[config.mk]
export PLATFORM = sky130hd
export DESIGN_NAME = wh_bram_packer
export DESIGN_NICKNAME = d
export VERILOG_FILES = /design/src/rtl/wh_bram_packer.sv
export SDC_FILE = /design/constraint.sdc
export NUM_CORES = 1
export LEC_CHECK = 0
export BUFFER_PORTS_ARGS = -buffer_cell sky130_fd_sc_hd__buf_2
export CORE_MARGIN = 2
export CORE_UTILIZATION = 54
export DETAILED_ROUTE_END_ITERATION = 10
export PLACE_DENSITY = 0.83
export SLEW_MARGIN = 20
export SYNTH_ARGS = -nofsm -noshare
export SYNTH_HDL_FRONTEND = slang
export SYNTH_SLANG_ARGS = --single-unit
[constraint.sdc]
create_clock -name clk -period 6.01 [get_ports clk]
set_clock_uncertainty 0.1 [all_clocks]
set_input_delay 0.601 -clock clk [delete_from_list [all_inputs] [get_ports clk]]
set_output_delay 0.601 -clock clk [all_outputs]
set_load 0.03 [all_outputs]
[src/rtl/wh_bram_packer.sv]
// wh_bram_packer: packs streamed WH feature rows into BRAM port-A words, one word per node row.
// Build option WH_PACKER_CHECKSUM_EN adds checksum_o, a per-frame sum of accepted feature elements.
//
// state     | meaning
// ----------+------------------------------------------------------------
// S_IDLE    | waiting for start_i
// S_HDR     | accepting a neighbourhood header
// S_COLLECT | shifting feature elements of one row into the row register
// S_WRITE   | single-cycle BRAM write of the packed row (dropped if full)
// S_DONE    | one-cycle frame-done pulse on wh_ready_o
module wh_bram_packer #(
  parameter int DATA_WIDTH      = 8,
  parameter int NUM_FEATURES    = 16,
  parameter int NUM_OF_NODES    = 168,
  parameter int BRAM_ADDR_WIDTH = 32,
  parameter int BRAM_DEPTH      = 1024,
  localparam int NUM_NODE_WIDTH = $clog2(NUM_OF_NODES),
  localparam int WH_BRAM_WIDTH  = DATA_WIDTH*NUM_FEATURES+NUM_NODE_WIDTH+1
) (
  input  logic                       clk,
  input  logic                       rst,
  input  logic                       start_i,
  input  logic                       nb_valid_i,
  input  logic [NUM_NODE_WIDTH-1:0]  nb_size_i,
  input  logic                       nb_last_i,
  output logic                       nb_ready_o,
  input  logic                       feat_valid_i,
  input  logic [DATA_WIDTH-1:0]      feat_data_i,
  output logic                       feat_ready_o,
  output logic [WH_BRAM_WIDTH-1:0]   WH_BRAM_din,
  output logic                       WH_BRAM_ena,
  output logic                       WH_BRAM_wea,
  output logic [BRAM_ADDR_WIDTH-1:0] WH_BRAM_addra,
  output logic [BRAM_ADDR_WIDTH-1:0] row_count_o,
  output logic                       wh_ready_o,
  output logic                       overflow_o,
  output logic                       err_o
`ifdef WH_PACKER_CHECKSUM_EN
  ,
  output logic [31:0]                checksum_o
`endif
);

  localparam int ROW_WIDTH  = DATA_WIDTH*NUM_FEATURES;
  localparam int FEAT_CNT_W = (NUM_FEATURES > 1) ? $clog2(NUM_FEATURES) : 1;
  localparam logic [FEAT_CNT_W-1:0]      LAST_FEAT = FEAT_CNT_W'(NUM_FEATURES-1);
  localparam logic [BRAM_ADDR_WIDTH-1:0] DEPTH_LIM = BRAM_ADDR_WIDTH'(BRAM_DEPTH);

  typedef enum logic [2:0] {
    S_IDLE    = 3'd0,
    S_HDR     = 3'd1,
    S_COLLECT = 3'd2,
    S_WRITE   = 3'd3,
    S_DONE    = 3'd4
  } state_t;

  state_t                      state_q, state_d;
  logic [ROW_WIDTH-1:0]        row_q;
  logic [NUM_NODE_WIDTH-1:0]   nb_size_q;
  logic                        nb_last_q;
  logic [NUM_NODE_WIDTH-1:0]   row_idx_q;
  logic [FEAT_CNT_W-1:0]       feat_cnt_q;
  logic [BRAM_ADDR_WIDTH-1:0]  addr_q;
  logic [BRAM_ADDR_WIDTH-1:0]  row_count_q;
  logic                        overflow_q;

  logic bram_full;
  logic last_row;
  logic last_feat;
  logic wr_en;

  assign bram_full = (addr_q >= DEPTH_LIM);
  assign last_row  = (row_idx_q == (nb_size_q - NUM_NODE_WIDTH'(1)));
  assign last_feat = (feat_cnt_q == LAST_FEAT);

  always_ff @(posedge clk) begin
    if (rst) begin
      state_q     <= S_IDLE;
      row_q       <= '0;
      nb_size_q   <= '0;
      nb_last_q   <= 1'b0;
      row_idx_q   <= '0;
      feat_cnt_q  <= '0;
      addr_q      <= '0;
      row_count_q <= '0;
      overflow_q  <= 1'b0;
    end else begin
      state_q <= state_d;
      case (state_q)
        S_IDLE: begin
          if (start_i) begin
            addr_q      <= '0;
            row_count_q <= '0;
            overflow_q  <= 1'b0;
          end
        end
        S_HDR: begin
          // zero-size headers are rejected and leave the latched group untouched
          if (nb_valid_i && (nb_size_i != '0)) begin
            nb_size_q  <= nb_size_i;
            nb_last_q  <= nb_last_i;
            row_idx_q  <= '0;
            feat_cnt_q <= '0;
          end
        end
        S_COLLECT: begin
          if (feat_valid_i) begin
            row_q      <= {row_q[ROW_WIDTH-DATA_WIDTH-1:0], feat_data_i};
            feat_cnt_q <= feat_cnt_q + FEAT_CNT_W'(1);
          end
        end
        S_WRITE: begin
          if (bram_full) begin
            overflow_q <= 1'b1;
          end else begin
            addr_q      <= addr_q + BRAM_ADDR_WIDTH'(1);
            row_count_q <= row_count_q + BRAM_ADDR_WIDTH'(1);
          end
          feat_cnt_q <= '0;
          if (!last_row) row_idx_q <= row_idx_q + NUM_NODE_WIDTH'(1);
        end
        default: ;
      endcase
    end
  end

  always_comb begin
    state_d       = state_q;
    nb_ready_o    = 1'b0;
    feat_ready_o  = 1'b0;
    wr_en         = 1'b0;
    wh_ready_o    = 1'b0;
    err_o         = 1'b0;
    case (state_q)
      S_IDLE: begin
        if (start_i) state_d = S_HDR;
      end
      S_HDR: begin
        nb_ready_o = 1'b1;
        if (nb_valid_i) begin
          if (nb_size_i == '0) begin
            err_o = 1'b1;
            if (nb_last_i) state_d = S_DONE;
          end else begin
            state_d = S_COLLECT;
          end
        end
      end
      S_COLLECT: begin
        feat_ready_o = 1'b1;
        if (feat_valid_i && last_feat) state_d = S_WRITE;
      end
      S_WRITE: begin
        wr_en = !bram_full;
        if (last_row) state_d = nb_last_q ? S_DONE : S_HDR;
        else          state_d = S_COLLECT;
      end
      S_DONE: begin
        wh_ready_o = 1'b1;
        state_d    = S_IDLE;
      end
      default: state_d = S_IDLE;
    endcase
  end

  assign WH_BRAM_ena   = wr_en;
  assign WH_BRAM_wea   = wr_en;
  assign WH_BRAM_din   = wr_en ? {row_q, nb_size_q, (row_idx_q == '0)} : '0;
  assign WH_BRAM_addra = addr_q;
  assign row_count_o   = row_count_q;
  assign overflow_o    = overflow_q;

`ifdef WH_PACKER_CHECKSUM_EN
  logic [31:0] checksum_q;

  always_ff @(posedge clk) begin
    if (rst) begin
      checksum_q <= '0;
    end else if ((state_q == S_IDLE) && start_i) begin
      checksum_q <= '0;
    end else if ((state_q == S_COLLECT) && feat_valid_i) begin
      checksum_q <= checksum_q + 32'(feat_data_i);
    end
  end

  assign checksum_o = checksum_q;
`endif

endmodule

==> results.md <==
* Status: completed
* Worst path required time at 5310 ps
* Worst skew pair latency at 510 ps
* Layout cells sized above 1 at 21.6%
* IO Pins at 230
* Initial Utilization at 55.4%
* Core area at 17400 um^2
* Setup violators final at 0
* Mapped Avg Cell Area at 8.09 um^2
* Switch Pwr at 0.713 mW
* Via count at 8768
* Finished layout cell area at 11600 um^2
* DR vias/cell at 5.44
* Critical path fanouts, max at 71
* Critical R2R Capture: row_q[93]
* Rows at 48
* Slew HR at 29.4%
* CTS Buffer Depth at 3
* Finished Layout Cells at 1611
* Fmax at 259 MHz
* Hold-fix buffers, CTS at 0
* Synth Register Bits at 217
* Design Power at 3.13 mW
* Setup TNS at 0 ps
* PortBufs at 229
* Num CTS Buffers at 24
* DR pass1 iterations at 7
* Asr flop ratio synth at 0%
* Tcrit/Tclk final at 64.3%
* Mapped cell area at 9620 um^2
* Seq pwr share at 46.6%
* Comb power frac at 5.4%
* CP Class: register to primary output
* Clk Tree Root Cell: clkbuf_16
* Cell Area, Placed at 10800 um^2
* Slowest-stage cell, CP: or4_1
* Worst Reg-to-Reg Cells at 5
* Sequential fraction of the synthesis area at 45.2%
* H-tree Lvls at 1
* Reg2Reg Launch Point: state_q[1]
* DR DRC count at 0
* Sw Share at 22.8%
* Final hold vios at 0
* Gpl congestion at 0.844
* ANT nets after route at 0
* Nets at 1397
* Number of flops mapped to enable cells by yosys at 0
* Max cap viols at 0
* Area grow syn2layout at 20.6%
* CP arrival at 3170 ps
* Die height at 137 um
* Syn nets at 1218
* Crit path cell chain: or4_1, nor3_1, nand2_1, nor2_4, buf_12, and3_1, buf_2
* Die width at 137 um
* Yosys warnings at 0
* Worst Hold Class: input port to register
* Die area at 18900 um^2
* Post-CTS setup buffers at 0
* Internal power at 2.42 mW
* Final Max Tran Viols at 0
* Crit. End Element: primary output
* Synth Instances at 1189
* Worst Tran Pin Value at 1060 ps
* RSZ-0062 raised after global routing: false
* Max VDD drop at 251 uV
* Unique masters post-synth at 65
* Post-DR wirelength/cell at 15.2 um
* Leak at 4.84 nW
* Post-cts gate resize count at 0
* GRT Total Usage at 24.9%
* Hold Crit Depth at 3
* Commonest non-fill, non-tap cell in the layout: nand2_1
* Min-delay src: feat_data_i[2]
* Startpoint types: register
* Dpl hpwl at 16100 um
* DRT Wirelength at 24500 um
* CP peak stage delay at 520 ps
* Clk sink count at 217
* Top_reg_cell synth: dfxtp_1
* Cells after DPL at 1567
* Clock Power Share at 48.1%
* Largest net degree at the start of global routing at 117
* Hold endpoint: row_q[2]
* Initial antenna violation count at 1
* TritonCTS clock tree: yes
* Commonest cells after routing, fill and taps aside: nand2_1 (279), buf_2 (228), dfxtp_1 (217)
* Worst-path clk slew at 60 ps
* First-pass GRT wire length at 38500 um
* Number of global-route vias before repair at 7808
* Reg2Reg Setup Slack at 3030 ps
* Min Tclk post-route at 3870 ps
* GR Overflow Total at 0
* Iter 0 DRT Violations at 546
* PwrDens at 270 nW/um^2
flip-flops by register name, summed over array words and instances, names as in the netlist:
name and count:
WH_BRAM_addra 32, feat_cnt_q 4, nb_last_q 1, nb_size_q 8
overflow_o 1, row_count_o 32, row_idx_q 8, row_q 128
state_q 3
how the worst max path moves through the flow:
stage                                 start                 to  slack [ps]  cells after the start
final                     WH_BRAM_addra[16]     WH_BRAM_din[0]        2140                      7
after detailed placement            start_i  WH_BRAM_addra[31]        2580                      7
after floorplan           WH_BRAM_addra[16]   WH_BRAM_din[127]        3000                      6
after CTS                 WH_BRAM_addra[16]     WH_BRAM_din[0]        2150                      7
after global placement    WH_BRAM_addra[16]     WH_BRAM_din[0]        2280                      7
after global routing      WH_BRAM_addra[16]     WH_BRAM_din[0]        1920                      7
power groups by stage:
stage,logic [mW],clock network [mW],registers (mW)
floorplan,0.133,0,1.48
global placement,0.161,0,1.49
detailed placement,0.164,0,1.49
CTS,0.166,1.53,1.46
global route,0.184,1.58,1.46
finish,0.169,1.50,1.46
per-layer routing:
metal	wire (um)	up-vias	global-route usage, %
met5	0	-	0
met4	927	0	10.7
met3	1250	69	3.94
met2	11900	269	41.2
met1	10400	4103	32.4
li1	-	4327	-
cells by family (layout without fill, tap and decap cells):
group                      after synthesis  in the layout  share of synthesized area, %
muxes                                   10             10                          1.04
other                                    0              1                             0
AOI/OAI and AO/OA                      214            214                          13.9
adders and majority gates                7              7                         0.911
xor gates and xnor gates                43             43                          3.92
DFF                                    217            217                          45.2
buffers and inverters                   96            292                          4.41
and+or+nand+nor                        602            602                          30.7
area by class of cell:
class,count,area (um^2)
clock buffer,36,696
multi-input combinational,876,4870
timing repair buffer,236,1230
fill,1422,5760
tap,225,282
antenna,1,2.50
sequential,217,4340
inverter,13,48.8
clock inverter,7,128
per-stage QoR:
step | hold slack, ps | worst slack, ps | utilization, %
final | 227 | 2140 | 66.8
after global routing | 228 | 1920 | 66.8
after CTS | 210 | 2150 | 66.8
after detailed placement | 345 | 2580 | 62.0
after global placement | 343 | 2280 | 61.9
after floorplan | 332 | 3000 | -
cells in the mapped netlist (all sizes together) (13+ instances only):
| cell | n | area share, % |
|---|---|---|
| nor2 | 68 | 2.7 |
| xor2 | 27 | 2.5 |
| buf | 17 | 1.1 |
| clkbuf | 66 | 2.8 |
| nand3 | 14 | 0.73 |
| dfxtp | 217 | 45 |
| inv | 13 | 0.51 |
| nand2 | 280 | 11 |
| and2 | 158 | 10 |
| a21oi | 147 | 7.7 |
| xnor2 | 16 | 1.5 |
| nor3 | 17 | 0.88 |
| o2111ai | 15 | 1.4 |
| nand4 | 13 | 1.1 |
worst max-delay path: cells and delay by family (launching register included):
kind	cells	cell delay, ps
flip-flops	1	330
AND/OR/NAND/NOR	5	1790
buffers and inverters	2	490
Note: power is estimated with default switching activity, not from simulation.
